## src/rtl/router_pkg.sv

```systemverilog
// Shared types and header field layout for the mini-router ingress stage.
package router_pkg;

  typedef enum logic [2:0] {
    ST_DECODE,
    ST_WAIT_EMPTY,
    ST_LOAD,
    ST_FULL_HOLD,
    ST_CHECK,
    ST_DROP
  } state_e;

  localparam int LEN_MSB  = 7;
  localparam int LEN_LSB  = 2;
  localparam int DEST_MSB = 1;
  localparam int DEST_LSB = 0;

  localparam int LEN_W  = LEN_MSB - LEN_LSB + 1;
  localparam int DEST_W = DEST_MSB - DEST_LSB + 1;

  localparam int NUM_PORTS_DEF = 3;

endpackage

```

## src/rtl/router_parity_acc.sv

```systemverilog
// Running XOR of accepted packet bytes; clr restarts the sum with the current byte.
module router_parity_acc #(
  parameter int DATA_W = 8
) (
  input  logic              clock,
  input  logic              reset,
  input  logic              clr,
  input  logic              en,
  input  logic [DATA_W-1:0] din,
  output logic [DATA_W-1:0] acc
);

  logic [DATA_W-1:0] acc_q, acc_d;

  always_comb begin
    acc_d = clr ? '0 : acc_q;
    if (en) acc_d = acc_d ^ din;
  end

  always_ff @(posedge clock or posedge reset) begin
    if (reset) acc_q <= '0;
    else       acc_q <= acc_d;
  end

  assign acc = acc_q;

endmodule

```

## src/rtl/router_ingress.sv

```systemverilog
// Packet ingress: decodes the header, forwards bytes to one output FIFO, checks length/parity.
// Parity checking is built only when ROUTER_INGRESS_PARITY_EN is defined.
//
//   state         | meaning
//   ST_DECODE     | idle / waiting for a header
//   ST_WAIT_EMPTY | header held until the target FIFO drains
//   ST_LOAD       | forwarding payload, then parity
//   ST_FULL_HOLD  | target FIFO full, source stalled
//   ST_CHECK      | length/parity verdict, pkt_done
//   ST_DROP       | bad destination, swallow the packet
module router_ingress
  import router_pkg::*;
#(
  parameter int DATA_W    = 8,
  parameter int NUM_PORTS = NUM_PORTS_DEF
) (
  input  logic                 clock,
  input  logic                 reset,
  input  logic                 pkt_valid,
  input  logic [DATA_W-1:0]    data_in,
  input  logic [NUM_PORTS-1:0] fifo_full,
  input  logic [NUM_PORTS-1:0] fifo_empty,
  output logic                 busy,
  output logic [NUM_PORTS-1:0] write_enb,
  output logic [DATA_W-1:0]    data_out,
  output logic                 ifd_state,
  output logic                 err,
  output logic                 pkt_done
);

  state_e               state_q, state_d;
  logic [DEST_W-1:0]    dest_q, dest_d;
  logic [LEN_W-1:0]     len_q, len_d;
  logic [LEN_W-1:0]     cnt_q, cnt_d;
  logic                 err_q, err_d;
  logic                 ifd_state_q, ifd_state_d;
  logic                 pkt_done_q, pkt_done_d;
  logic [NUM_PORTS-1:0] write_enb_q, write_enb_d;
  logic [DATA_W-1:0]    data_out_q, data_out_d;

  logic [DEST_W-1:0]    hdr_dest;
  logic [LEN_W-1:0]     hdr_len;
  logic [NUM_PORTS-1:0] hdr_sel;
  logic [NUM_PORTS-1:0] dest_sel;
  logic                 hdr_ok;
  logic                 hdr_empty;
  logic                 full_sel;
  logic                 parity_bad;

  assign hdr_dest  = data_in[DEST_MSB:DEST_LSB];
  assign hdr_len   = data_in[LEN_MSB:LEN_LSB];
  // An out-of-range destination shifts the one-hot bit off the end, giving zero.
  assign hdr_sel   = NUM_PORTS'(1) << hdr_dest;
  assign dest_sel  = NUM_PORTS'(1) << dest_q;
  assign hdr_ok    = |hdr_sel;
  assign hdr_empty = |(fifo_empty & hdr_sel);
  assign full_sel  = |(fifo_full & dest_sel);

`ifdef ROUTER_INGRESS_PARITY_EN
  logic              acc_clr;
  logic              acc_en;
  logic [DATA_W-1:0] acc;

  assign acc_clr = (state_q == ST_DECODE) && pkt_valid && hdr_ok && hdr_empty;
  assign acc_en  = acc_clr || ((state_q == ST_LOAD) && !full_sel && pkt_valid);

  router_parity_acc #(.DATA_W(DATA_W)) u_parity_acc (
    .clock (clock),
    .reset (reset),
    .clr   (acc_clr),
    .en    (acc_en),
    .din   (data_in),
    .acc   (acc)
  );

  // In CHECK the parity byte is still sitting in data_out_q.
  assign parity_bad = (acc != data_out_q);
`else
  assign parity_bad = 1'b0;
`endif

  always_comb begin
    state_d     = state_q;
    dest_d      = dest_q;
    len_d       = len_q;
    cnt_d       = cnt_q;
    err_d       = err_q;
    ifd_state_d = 1'b0;
    pkt_done_d  = 1'b0;
    write_enb_d = '0;
    data_out_d  = data_out_q;
    busy        = 1'b0;

    case (state_q)
      ST_DECODE: begin
        if (pkt_valid) begin
          dest_d = hdr_dest;
          if (!hdr_ok) begin
            err_d   = 1'b1;
            state_d = ST_DROP;
          end else if (hdr_empty) begin
            write_enb_d = hdr_sel;
            data_out_d  = data_in;
            ifd_state_d = 1'b1;
            len_d       = hdr_len;
            cnt_d       = '0;
            err_d       = 1'b0;
            state_d     = ST_LOAD;
          end else begin
            state_d = ST_WAIT_EMPTY;
          end
        end
      end

      ST_WAIT_EMPTY: begin
        busy = 1'b1;
        if (|(fifo_empty & dest_sel)) state_d = ST_DECODE;
      end

      ST_LOAD: begin
        busy = full_sel;
        if (full_sel) begin
          state_d = ST_FULL_HOLD;
        end else begin
          write_enb_d = dest_sel;
          data_out_d  = data_in;
          if (pkt_valid) begin
            if (cnt_q != '1) cnt_d = cnt_q + 1'b1;
          end else begin
            state_d = ST_CHECK;
          end
        end
      end

      ST_FULL_HOLD: begin
        busy = 1'b1;
        if (!full_sel) state_d = ST_LOAD;
      end

      ST_CHECK: begin
        busy       = 1'b1;
        pkt_done_d = 1'b1;
        if ((cnt_q != len_q) || parity_bad) err_d = 1'b1;
        state_d    = ST_DECODE;
      end

      ST_DROP: begin
        if (!pkt_valid) begin
          pkt_done_d = 1'b1;
          state_d    = ST_DECODE;
        end
      end

      default: state_d = ST_DECODE;
    endcase
  end

  always_ff @(posedge clock or posedge reset) begin
    if (reset) begin
      state_q     <= ST_DECODE;
      dest_q      <= '0;
      len_q       <= '0;
      cnt_q       <= '0;
      err_q       <= 1'b0;
      ifd_state_q <= 1'b0;
      pkt_done_q  <= 1'b0;
      write_enb_q <= '0;
      data_out_q  <= '0;
    end else begin
      state_q     <= state_d;
      dest_q      <= dest_d;
      len_q       <= len_d;
      cnt_q       <= cnt_d;
      err_q       <= err_d;
      ifd_state_q <= ifd_state_d;
      pkt_done_q  <= pkt_done_d;
      write_enb_q <= write_enb_d;
      data_out_q  <= data_out_d;
    end
  end

  assign write_enb = write_enb_q;
  assign data_out  = data_out_q;
  assign ifd_state = ifd_state_q;
  assign err       = err_q;
  assign pkt_done  = pkt_done_q;

endmodule

```

## config.mk

```make
export PLATFORM = sky130hd
export DESIGN_NAME = router_ingress
export DESIGN_NICKNAME = d
export VERILOG_FILES = /design/src/rtl/router_pkg.sv /design/src/rtl/router_parity_acc.sv /design/src/rtl/router_ingress.sv
export SDC_FILE = /design/constraint.sdc
export NUM_CORES = 1
export LEC_CHECK = 0
export BUFFER_PORTS_ARGS = -buffer_cell sky130_fd_sc_hd__buf_2
export CORE_UTILIZATION = 45
export CTS_CLUSTER_SIZE = 8
export DETAILED_ROUTE_END_ITERATION = 16
export MAX_ROUTING_LAYER = met4
export PLACE_DENSITY = 0.73
export SYNTH_ARGS = -nofsm -noshare
export SYNTH_HDL_FRONTEND = slang
export SYNTH_SLANG_ARGS = --single-unit
```

## constraint.sdc

```tcl
create_clock -name clock -period 2.3 [get_ports clock]
set_input_delay 0 -clock clock [delete_from_list [all_inputs] [get_ports clock]]
set_output_delay 0 -clock clock [all_outputs]
set_load 0.01 [all_outputs]
```

==> flow_summary.ini <==
[power]
pwr-share-seq = 0.434
leakagePower_nw = 0.8979
p_clk_frac = 0.181
vdd_ir_drop_max_v = 0.0005985
switching_share = 0.3747
combPwrFrac = 0.386
power_density_nw_per_um2 = 1153
p_sw_mw = 0.8634
cell_internal_pwr_mw = 1.441

[synthesis]
synth_largest_area_cell = dfrtp_1
synth_area_per_cell_um2 = 10.91
synth_area_um2 = 1637
synthCells = 150
yosys.area.top_type_share = 0.4740
syn_nets = 168
synth-async-reset-ratio = 1.000
synth_top_flop_cell = dfrtp_1
ys_top_cells_by_area = dfrtp_1 (47%), mux2_2 (10%), mux2i_1 (2.4%), nand2_1 (2.3%), o21ai_0 (2.1%)
yosysWarnings = 0
synth-seq-area-share = 0.4740
synth_cell_types = 48
ys_ff_latch = 31
synth_edf_count = 0

[setup_path]
worstPathRequired_ps = 2540
slowest_stage = or3b_1
cp_cell_sequence = or3b_1 -> o22ai_4 -> mux2_2
end_kind = flop
slowest_delay_ps = 590
critPathKind = reg2reg
path_max_fanout = 12
worstSetupStartpointType = flop
cp.arrival_ps = 2160

[route]
postRouteAntennaNets = 0
via_per_inst = 5.513
drtIter0Drc = 41
drc = 0
wirelength_um = 3536
wire_per_inst_um = 14.86
firstDrtPassIters = 4
vias = 1312

[finish]
regArea_um2 = 775.7
multiInputGateArea_um2 = 770.7
nNetsFinal = 210
n_fill_cell = 304
synthToLayoutAreaGrowth_pct = 22.17
drive_gt1_frac = 0.3125
diodes = 0

[placement]
dpl_worst_slack_ps = 381.0
dp_hpwl_um = 2530
io_buffer_count = 31
gp_congestion = 0.8617

[sta]
timing.hold.ws_ps = 60.59
rsz0062_at_grt = no
slew-limit-headroom = 0.6986
fmax_mhz = 520.5
layout_setup_ws_ps = 378.6
finalHoldViolCount = 0
setup_tns_ps = 0
post-route-period-util = 0.8354
worst_pin_slew_ps = 451.0
period_needed_ps = 1921
finClkSkew_ps = 15.75
slew_viol_final = 0
setup_viol = 0

[grt]
grt_antenna_before_repair = 0
grt_pass1_vias = 1343
grtUsageTotal = 0.2094
grt_pass1_wl_um = 6085
grt_max_degree = 32
grt_overflow = 0

[floorplanning]
start_util = 0.4791
die_h_um = 62.31
row_count = 21
die_area_um2 = 3882
die_x_um = 62.31
core_area_um2 = 3416
pin_count = 32

[clocking]
clkTransAtPathRegs_ps = 100
cts_root_buf = clkbuf_4
numCtsBuffers = 5
cts.sinks = 31
cts_tree = yes
clockBufferDepth = 2
htreeDepth = 2
worst_skew_pair.late_latency_ps = 350

[worst_hold_path]
hp-class = in2reg

[flow_run]
cap_violations = 0

[status]
status = finished, final reports clean
area by class of cell:
cell class | instances | area share
sequential | 31 | 0.3880
multi-input combinational | 100 | 0.3855
timing repair buffer | 45 | 0.1452
tap | 46 | 0.02879
clock buffer | 6 | 0.02065
inverter | 9 | 0.01690
clock inverter | 1 | 0.01502
synth_stat cells (2+ instances only):
cell type,n
a21oi_1,2
a32o_1,3
buf_2,2
buf_4,2
clkbuf_1,4
dfrtp_1,31
inv_1,8
mux2_2,15
mux2i_1,4
nand2_1,10
nand3_1,5
nand3b_1,3
nand4_1,4
nor2_1,7
nor3_1,3
o21a_1,2
o21ai_0,7
o41ai_1,2
or4_1,3
xnor2_1,3
xor2_1,3
cell usage in the layout (no fill, tap or decap), drive strengths merged, types with 2 or more instances in the layout:
| master | n |
|---|---|
| buf | 33 |
| dfrtp | 31 |
| mux2 | 15 |
| dlygate4sd3 | 12 |
| nand2 | 10 |
| inv | 8 |
| o21ai | 8 |
| nor2 | 7 |
| clkbuf | 6 |
| nand3 | 5 |
| mux2i | 4 |
| nand4 | 4 |
| nor3 | 4 |
| or4 | 3 |
| nand3b | 3 |
| a32o | 3 |
| xor2 | 3 |
| xnor2 | 3 |
| o21a | 2 |
| o41ai | 2 |
| a21oi | 2 |
| nor3b | 2 |
| o22ai | 2 |
cell families after synthesis:
kind of cell,Yosys count,synth area share
flip-flops,31,0.4740
adder cells (fa/ha/maj),1,0.007644
AND/OR/NAND/NOR,46,0.1583
AO/OA/AOI/OAI,28,0.1453
buffers and inverters,19,0.05504
multiplexers,19,0.1277
XOR/XNOR,6,0.03212
per-layer routing:
layer,track usage,share of wire
met2,0.3448,0.50
met1,0.2396,0.44
met5,-,0
met4,0.1221,0.028
met3,0.03676,0.038
power by group through the flow:
stage / sequential (mW) / clock (mW) / combinational [mW]
finish: 0.999 / 0.416 / 0.889
global route: 1.04 / 0.434 / 0.990
CTS: 0.999 / 0.413 / 0.898
detailed placement: 1.01 / 0 / 0.880
global placement: 0.992 / 0 / 0.847
floorplan: 0.950 / 0 / 0.686
critical path: cells and delay by family, from the launching register on:
| family | cells | cell delay [ps] |
|---|---|---|
| compound gates | 1 | 350 |
| flops | 1 | 510 |
| mux | 1 | 380 |
| simple gates | 1 | 590 |
flip-flops by register name (all words and copies together) (netlist names):
name,flops
len_q,6
write_enb,3
state_q,3
pkt_done,1
err,1
ifd_state,1
data_out,8
dest_q,2
cnt_q,6
final timing paths:
path | from | endpoint | slack [ps] | cells past startpoint
max in group asynchronous | reset | state_q[1] | 1740 | 4
hold / removal | fifo_empty[2] | write_enb[2] | 60 | 3
min in group asynchronous | reset | write_enb[0] | 260 | 4
hold reg to reg | err | err | 500 | 1
setup / recovery | state_q[0] | data_out[4] | 380 | 3
setup reg to reg | state_q[0] | data_out[4] | 380 | 3
metrics by stage:
stage / instance area, um2 / instances / power (mW) / util
6_report: 1999 / 238 / 2.304 / 0.5853
5_1_grt: 1999 / 238 / 2.461 / 0.5853
4_1_cts: 1999 / 238 / 2.310 / 0.5853
3_5_place_dp: 1808 / 219 / 1.890 / 0.5293
3_3_place_gp: 1808 / 219 / 1.840 / 0.5293
2_1_floorplan: 1637 / 150 / 1.637 / -
what timing repair did:
action | 4_1_cts | 5_1_grt
endpoints found under the hold margin | 48 | 0
buffers inserted | 0 | 0
hold buffers | 12 | 0
gates resized for setup | 0 | 0
Power figures use the tool's default switching activity.
